`config.mk`:
```
export PLATFORM = sky130hd
export DESIGN_NAME = tone_sequencer
export DESIGN_NICKNAME = d
export VERILOG_FILES = /design/src/rtl/tone_sequencer.sv
export SDC_FILE = /design/constraint.sdc
export NUM_CORES = 1
export LEC_CHECK = 0
export CAP_MARGIN = 40
export CORE_MARGIN = 2
export CORE_UTILIZATION = 55
export DETAILED_ROUTE_END_ITERATION = 7
export DONT_BUFFER_PORTS = 1
export GPL_TIMING_DRIVEN = 0
export PLACE_DENSITY = 0.66
export SLEW_MARGIN = 40
export SYNTH_ARGS = -nofsm -noshare
export SYNTH_HDL_FRONTEND = slang
export SYNTH_SLANG_ARGS = --single-unit
```
`constraint.sdc`:
```
create_clock -name clk -period 6.37 [get_ports clk]
set_input_delay 1.274 -clock clk [delete_from_list [all_inputs] [get_ports clk]]
set_output_delay 1.274 -clock clk [all_outputs]
set_load 0.05 [all_outputs]
```
`src/rtl/tone_sequencer.sv`:
```
// Multi-voice square-wave sequencer with envelope and 1-bit sigma-delta mix, paced by VGA ticks.
// Optional build macro SEQ_PING_PONG_EN makes the step index bounce 0..7..0 instead of wrapping.
module tone_sequencer #(
  parameter int unsigned NUM_VOICES   = 2,
  parameter int unsigned VOICE_OFFSET = 2,
  parameter int unsigned ENV_W        = 5,
  parameter int unsigned ENV_THRESH   = 10,
  parameter int unsigned STEP_LOG2    = 7
) (
  input  logic                  clk,
  input  logic                  rst_n,
  input  logic                  line_tick,
  input  logic                  frame_tick,
  input  logic [1:0]            mode,
  output logic                  audio,
  output logic [2:0]            step_idx,
  output logic                  beat_pulse,
  output logic [ENV_W-1:0]      env_level,
  output logic [NUM_VOICES-1:0] voice_wave,
  output logic                  playing
);

  localparam int unsigned MixW = ENV_W + $clog2(NUM_VOICES);
  // A zero-width frame counter is kept as one bit pinned at zero, so every frame_tick steps.
  localparam int unsigned FcW  = (STEP_LOG2 == 0) ? 1 : STEP_LOG2;

  localparam logic [FcW-1:0]   FcMax   = FcW'((1 << STEP_LOG2) - 1);
  localparam logic [FcW-1:0]   FcOne   = FcW'(1);
  localparam logic [ENV_W-1:0] EnvPeak = '1;
  localparam logic [ENV_W-1:0] EnvOne  = ENV_W'(1);
  localparam logic [ENV_W-1:0] EnvThr  = ENV_W'(ENV_THRESH);
  localparam logic [2:0]       StepOne = 3'd1;

  typedef enum logic [1:0] {
    StStop,
    StPlay,
    StHold
  } state_e;

  function automatic logic [7:0] note_div(input logic [2:0] idx);
    logic [7:0] div;
    case (idx)
      3'd0:    div = 8'd60;
      3'd1:    div = 8'd54;
      3'd2:    div = 8'd48;
      3'd3:    div = 8'd45;
      3'd4:    div = 8'd40;
      3'd5:    div = 8'd36;
      3'd6:    div = 8'd32;
      default: div = 8'd30;
    endcase
    return div;
  endfunction

  state_e                  state_q, state_d;
  logic [FcW-1:0]          frame_cnt_q, frame_cnt_d;
  logic [2:0]              step_q, step_d;
  logic [ENV_W-1:0]        env_q, env_d;
  logic [7:0]              cnt_q [NUM_VOICES];
  logic [7:0]              cnt_d [NUM_VOICES];
  logic [NUM_VOICES-1:0]   wave_q, wave_d;
  logic [MixW-1:0]         acc_q, acc_d;
  logic                    audio_q, audio_d;
  logic                    beat_q, beat_d;
`ifdef SEQ_PING_PONG_EN
  logic                    dir_down_q, dir_down_d;
`endif

  logic                    run;
  logic                    clear;
  logic                    advance;
  logic                    gate;
  logic [MixW-1:0]         sum;
  logic                    carry;
  logic [MixW-1:0]         acc_sum;
  logic [7:0]              div;

  // Mode decode
  always_comb begin
    state_d = state_q;
    case (state_q)
      StStop: begin
        if (mode == 2'b01) state_d = StPlay;
      end
      StPlay: begin
        if (mode == 2'b00)  state_d = StStop;
        else if (mode[1])   state_d = StHold;
      end
      StHold: begin
        if (mode == 2'b00)       state_d = StStop;
        else if (mode == 2'b01)  state_d = StPlay;
      end
      default: state_d = StStop;
    endcase
  end

  // Ticks are handled under the current state's rules; a STOP request overrides them.
  always_comb begin
    run     = (state_q == StPlay);
    clear   = (state_d == StStop);
    advance = run && frame_tick && (frame_cnt_q == FcMax);
  end

  // Tempo, step index and envelope
  always_comb begin
    frame_cnt_d = frame_cnt_q;
    step_d      = step_q;
    env_d       = env_q;
    beat_d      = advance && !clear;
`ifdef SEQ_PING_PONG_EN
    dir_down_d  = dir_down_q;
`endif

    if (run && frame_tick) begin
      frame_cnt_d = advance ? '0 : frame_cnt_q + FcOne;
    end

    if (advance) begin
`ifdef SEQ_PING_PONG_EN
      if (!dir_down_q) begin
        if (step_q == 3'd7) begin
          step_d     = 3'd6;
          dir_down_d = 1'b1;
        end else begin
          step_d = step_q + StepOne;
        end
      end else begin
        if (step_q == 3'd0) begin
          step_d     = 3'd1;
          dir_down_d = 1'b0;
        end else begin
          step_d = step_q - StepOne;
        end
      end
`else
      step_d = step_q + StepOne;
`endif
    end

    if (state_q == StStop && state_d == StPlay) begin
      env_d = EnvPeak;
    end else if (run) begin
      if (advance) begin
        env_d = EnvPeak;
      end else if (frame_tick && env_q != '0) begin
        env_d = env_q - EnvOne;
      end
    end

    if (clear) begin
      frame_cnt_d = '0;
      step_d      = '0;
      env_d       = '0;
`ifdef SEQ_PING_PONG_EN
      dir_down_d  = 1'b0;
`endif
    end
  end

  // Per-voice oscillators; a step advance resets phase ahead of any line_tick.
  always_comb begin
    div = '0;
    for (int v = 0; v < NUM_VOICES; v++) begin
      cnt_d[v]  = cnt_q[v];
      wave_d[v] = wave_q[v];
      div       = note_div(step_q + 3'(v * VOICE_OFFSET));
      if (run) begin
        if (advance) begin
          cnt_d[v]  = '0;
          wave_d[v] = 1'b0;
        end else if (line_tick) begin
          if (cnt_q[v] >= div) begin
            cnt_d[v]  = '0;
            wave_d[v] = ~wave_q[v];
          end else begin
            cnt_d[v] = cnt_q[v] + 8'd1;
          end
        end
      end
      if (clear) begin
        cnt_d[v]  = '0;
        wave_d[v] = 1'b0;
      end
    end
  end

  // First-order sigma-delta: the carry out of the accumulator is the audio bit.
  always_comb begin
    gate = (env_q > EnvThr);
    sum  = '0;
    for (int v = 0; v < NUM_VOICES; v++) begin
      if (wave_q[v] && gate) sum = sum + MixW'(env_q);
    end
    {carry, acc_sum} = {1'b0, acc_q} + {1'b0, sum};
    acc_d   = run ? acc_sum : acc_q;
    audio_d = run && (state_d == StPlay) && carry;
  end

  always_ff @(posedge clk) begin
    if (!rst_n) begin
      state_q     <= StStop;
      frame_cnt_q <= '0;
      step_q      <= '0;
      env_q       <= '0;
      wave_q      <= '0;
      acc_q       <= '0;
      audio_q     <= 1'b0;
      beat_q      <= 1'b0;
      for (int v = 0; v < NUM_VOICES; v++) cnt_q[v] <= '0;
`ifdef SEQ_PING_PONG_EN
      dir_down_q  <= 1'b0;
`endif
    end else begin
      state_q     <= state_d;
      frame_cnt_q <= frame_cnt_d;
      step_q      <= step_d;
      env_q       <= env_d;
      wave_q      <= wave_d;
      acc_q       <= acc_d;
      audio_q     <= audio_d;
      beat_q      <= beat_d;
      for (int v = 0; v < NUM_VOICES; v++) cnt_q[v] <= cnt_d[v];
`ifdef SEQ_PING_PONG_EN
      dir_down_q  <= dir_down_d;
`endif
    end
  end

  assign audio      = audio_q;
  assign step_idx   = step_q;
  assign beat_pulse = beat_q;
  assign env_level  = env_q;
  assign voice_wave = wave_q;
  assign playing    = (state_q == StPlay);

endmodule

```
# --- Yosys cells after proc, flatten, opt, wreduce, memory -nomap -nowiden ---
# Memories as Yosys holds them, arrays and structs flattened.
# Cells that the tools add are included.
classes:
  n_addsub: 8
  multipliers: 0
  n_div: 0
  order_cmp: 3
  n_eq_ne: 17
  shifts: 0
  muxes: 34
  bitwise: 5
  reduce_logical: 25
ops:
  columns: ["cell", "count"]
  rows:
  - ["2-to-1 mux 8 bit", 12]
  - ["one-hot mux 6 bit (7 select lines)", 2]
  - ["2-to-1 mux 5 bit", 5]
  - ["equality test 3 bit, second input constant", 6]
  - ["adder 8 x 1 -> 8 bit, second input constant", 2]
  - [">= comparator 8 bit", 2]
  - ["equality test 3 x 2 -> 1 bit, second input constant", 4]
  - ["logical AND 1 bit", 9]
  - ["2-to-1 mux 1 bit", 8]
  - ["2-to-1 mux 2 bit", 4]
  - ["nonzero test 2 bit", 4]
  - ["adder 6 x 6 -> 7 bit", 1]
  - ["adder 7 x 1 -> 7 bit, second input constant", 1]
  - ["equality test 7 bit, second input constant", 1]
  - ["2-to-1 mux 7 bit", 1]
  - ["adder 6 x 5 -> 6 bit", 1]
  - ["equality test 2 x 1 -> 1 bit, second input constant", 3]
  - ["equality test 3 x 1 -> 1 bit, second input constant", 2]
  - ["logical NOT 2 bit", 3]
  - ["logical NOT 3 bit", 2]
  - ["2-to-1 mux 6 bit", 1]
  - ["one-hot mux 2 bit (3 select lines)", 1]
  - ["AND reduction 3 bit", 2]
  - ["> comparator 5 x 4 -> 1 bit, second input constant", 1]
  - ["other kinds (11)", 14]
totals:
  regBits: 27
  latch_bits: 0
  ram_bits: 16
  romBits: 0
  inputBits: 6
  output_inout_bits: 13
  elab_cells: 102
  mem_count: 1
mem_list:
  columns: ["memory", "depth", "word_bits", "read_ports", "rd_clocked_by_memory_dff", "wr", "line_no", "source"]
  rows:
  - ["cnt_q", 2, 8, 2, 0, 2, "59", "logic [7:0] cnt_q [NUM_VOICES];"]

# --- Depth between registers and ports, before layout ---
logic_depth:
  word_depth: 10
  depth_mapped: 12
  depth_no_buf: 12

# --- Least setup slack after synthesis ---
# No wires, ideal clock.
synth_path:
  path_type: "register to register"
  start: "register step_q[0] (netlist: step_idx[0])"
  end: "memory cnt_q[1][6] (netlist: cnt_q[0][14])"
  setup_ps: 59
  arrival_ps: 2919
  required_time_ps: 6311
  slack_ps: 3392
  path_stages_with_launch: 11
  n_path_buf: 0
  period_less_slack_ps: 2978
  cell_sequence: "dfxtp_1 -> inv_1 -> ha_1 -> nor3_1 -> nor2b_1 -> ha_1 -> a2111o_1 -> a31oi_1 -> o21a_2 -> and3_1 -> a32o_2"
synth_lines:
  columns: ["element", "line_no", "source"]
  rows:
  - ["from (decl)", "57", "logic [2:0] step_q, step_d;"]
  - ["from (signal assigned)", "216", "step_q <= step_d;"]
  - ["to (decl)", "59", null]

==> impl_metrics.csv <==
group,metric,value,unit
synthesis,synthDistinctLibCells,56,
grt,grt_util_met3,4.819,%
floorplan,core,0.004786,mm²
synthesis,netlist_top_cells_count,"43 x dfxtp_1, 43 x nand2_1, 30 x ha_1",
floorplan,io_pins,19,
hold_path,hold_depth,2,
setup_path,r2r_setup_slack,2.96,ns
synthesis,syn_avg_cell_area,8.309,µm²
synthesis,syn_nets,368,
synthesis,synth-seq-area-share,31.30,%
pwr,p_total,0.5226,mW
hold_path,hp-start,"cnt_q[0][7]",
synthesis,synth_area_leader_cell,"dfxtp_1",
setup_path,critPathCaptureType,"flop",
setup_path,worstPathArrival,3.65,ns
grt,grt-busiest-layer,"met2",
drt,vias,2293,
final_layout,area_growth,7.325,%
pwr,p_per_area,177.1,mW/mm²
clocking,clock-sinks,43,
sta,slew_headroom,52.79,%
place,place.gp.congestion,0.7895,
run,maxCapViolations,0,
clocking,clk_pin_slew,0.08,ns
grt,grt_overflow_total,0,
clocking,numCtsBuffers,5,
floorplan,die_area,0.005582,mm²
setup_path,r2r-end,"cnt_q[0][12]",
hold_path,hold_class,"reg -> reg",
grt,met2_usage,36.18,%
sta,worst_pin_slew,0.7072,ns
hold_path,min_to,"cnt_q[0][7]",
sta,fin_crit,3.408,ns
pwr,leakage,1.127,nW
synthesis,yosys_register_bits,43,
drt,drt_iter0_markers,123,
pwr,vdd.ir_drop.worst,0.0001341,V
clocking,cts-hold-fix-buffers,0,
sta,hold_violations,0,
floorplan,start_util,57.46,%
clocking,htreeDepth,2,
drt,final_antenna_net_count,0,
drt,avgViaCountPerCell,5.648,
synthesis,syn_inst,331,
setup_path,rr_worst_depth,10,
grt,grt_max_degree,14,
clocking,clockRootBuffer,"clkbuf_8",
final_layout,nets,375,
sta,fin_crit_sh,53.51,%
synthesis,synth.top_cell.area_share,31.30,%
sta,slew_viol_final,0,
setup_path,worst_r2r_startpoint,"step_idx[0]",
grt,grt_pass1_vias,2171,
drt,drc_errors,0,
clocking,cts_tree,"done",
floorplan,rows,25,
setup_path,critPathRequiredTime,6.61,ns
drt,drt_wl_total,6003,µm
setup_path,critPathKind,"reg -> reg",
place,portBuffers,0,
grt,grt_util_all_layers,23.95,%
final_layout,drive_above_1_share,9.440,%
sta,skew,0.008478,ns
sta,setup_viol,0,
drt,firstDrtPassIters,4,
final_layout,fillers,446,
clocking,postCtsSetupBuffers,0,
final_layout,antenna_cells,0,
setup_path,crit_fanout,5,
synthesis,yosys_warnings,0,
drt,wl_per_cell,14.79,µm
synthesis,synthTopCellsByArea,"dfxtp_1 31%, ha_1 14%, nand2_1 5.9%",
sta,fin_setup_tns,0,ns
synthesis,synth_edf_count,0,
synthesis,postSynth.asyncResetShare,0,%
place,dp_hpwl,4543,µm
floorplan,die_width,74.71,µm
setup_path,startpoint_type,"flop",
clocking,cts_repair_resize_count,0,
clocking,clock_path_buffers,2,
grt,antenna_found_initial,0,
clocking,clk_latency,0.30,ns
synthesis,synthFlopType,"dfxtp_1",
outcome,status,"completed",
grt,grt_pass1_wl,10320,µm
sta,fmax,293.4,MHz
synthesis,syn_area,0.002750,mm²
grt,use_met1,34.71,%
sta,rsz0062_at_grt,"false",
floorplan,die_h,74.71,µm
worst max-delay path by stage:
stage	to	start	slack (ns)
after floorplan	cnt_q[0][14]	step_idx[0]	3.39
after global placement	cnt_q[0][12]	step_idx[0]	3.05
after detailed placement	cnt_q[0][12]	step_idx[0]	3.01
after CTS	cnt_q[0][12]	step_idx[0]	2.95
after global routing	cnt_q[0][5]	step_idx[1]	2.70
final	cnt_q[0][12]	step_idx[0]	2.96
where the power goes:
| part | total (mW) | internal [mW] | switching, mW |
|---|---|---|---|
| Sequential | 0.276 | 0.270 | 0.00547 |
| Combinational | 0.0258 | 0.00791 | 0.0179 |
| Clock | 0.221 | 0.127 | 0.0942 |
| Total | 0.523 | 0.405 | 0.118 |
layout make-up:
type / instances / area, µm² / share of cell area, %
buffer: 15 / 85.08 / 2.883
inverter: 13 / 53.80 / 1.823
clock inverter: 2 / 35.03 / 1.187
tap: 67 / 83.83 / 2.840
multi-input combinational: 260 / 1750 / 59.30
clock buffer: 6 / 82.58 / 2.798
sequential: 43 / 860.8 / 29.16
layer usage:
layer | wire length, µm | vias up
li1 | - | 1210
met1 | 3171 | 1045
met2 | 2597 | 31
met3 | 181 | 7
met4 | 53 | 0
met5 | 0 | -
registers in the layout, indices dropped and copies added, names as in the netlist:
name and cells:
cnt_q 16, step_idx 3, beat_pulse 1, audio 1
state_q 2, frame_cnt_q 7, voice_wave 2, acc_q 6
env_level 5
through the flow:
| step | instance area [µm²] | utilization, % | hold WS, ns | worst slack (ns) | cells |
|---|---|---|---|---|---|
| final | 2952 | 61.67 | 0.4430 | 2.962 | 406 |
| after global routing | 2952 | 61.67 | 0.4846 | 2.701 | 406 |
| after CTS | 2952 | 61.67 | 0.4484 | 2.947 | 406 |
| after detailed placement | 2834 | 59.22 | 0.4346 | 3.008 | 398 |
| after global placement | 2834 | 59.22 | 0.4198 | 3.045 | 398 |
| after floorplan | 2750 | - | 0.4070 | 3.392 | 331 |
cell families (layout without fill, tap and decap cells):
family                     after synthesis  after routing  share of synthesized area, %
and+or+nand+nor                        133            133                         24.89
AOI/OAI and AO/OA                       81             81                         19.61
adders and majority gates               31             31                         14.38
buffers and inverters                   28             36                         5.050
DFF                                     43             43                         31.30
xor gates and xnor gates                15             15                         4.777
cell usage in the layout (no fill, tap or decap), types with 5 or more instances in the layout:
master / count
nand4_1: 12
ha_1: 30
a21oi_1: 26
nor3_1: 7
xnor2_1: 8
nor2b_1: 8
xor2_1: 7
dfxtp_1: 43
buf_2: 5
nor2_1: 20
a21o_1: 6
o21ai_0: 10
nand2b_1: 5
a31oi_1: 11
inv_1: 12
nand3_1: 12
and3_1: 5
nand2_1: 43
clkbuf_8: 6
critical path, cell delays in order, from the launching register on:
cell      delay [ns]
dfxtp_1         0.73
inv_1           0.18
ha_1            0.27
nor3_1          0.30
nor2b_1         0.30
ha_1            0.31
a2111o_1        0.41
a31oi_1         0.18
o21ai_1         0.18
o311ai_1        0.31
o21a_1          0.16
Note: power is estimated with default switching activity, not from simulation.
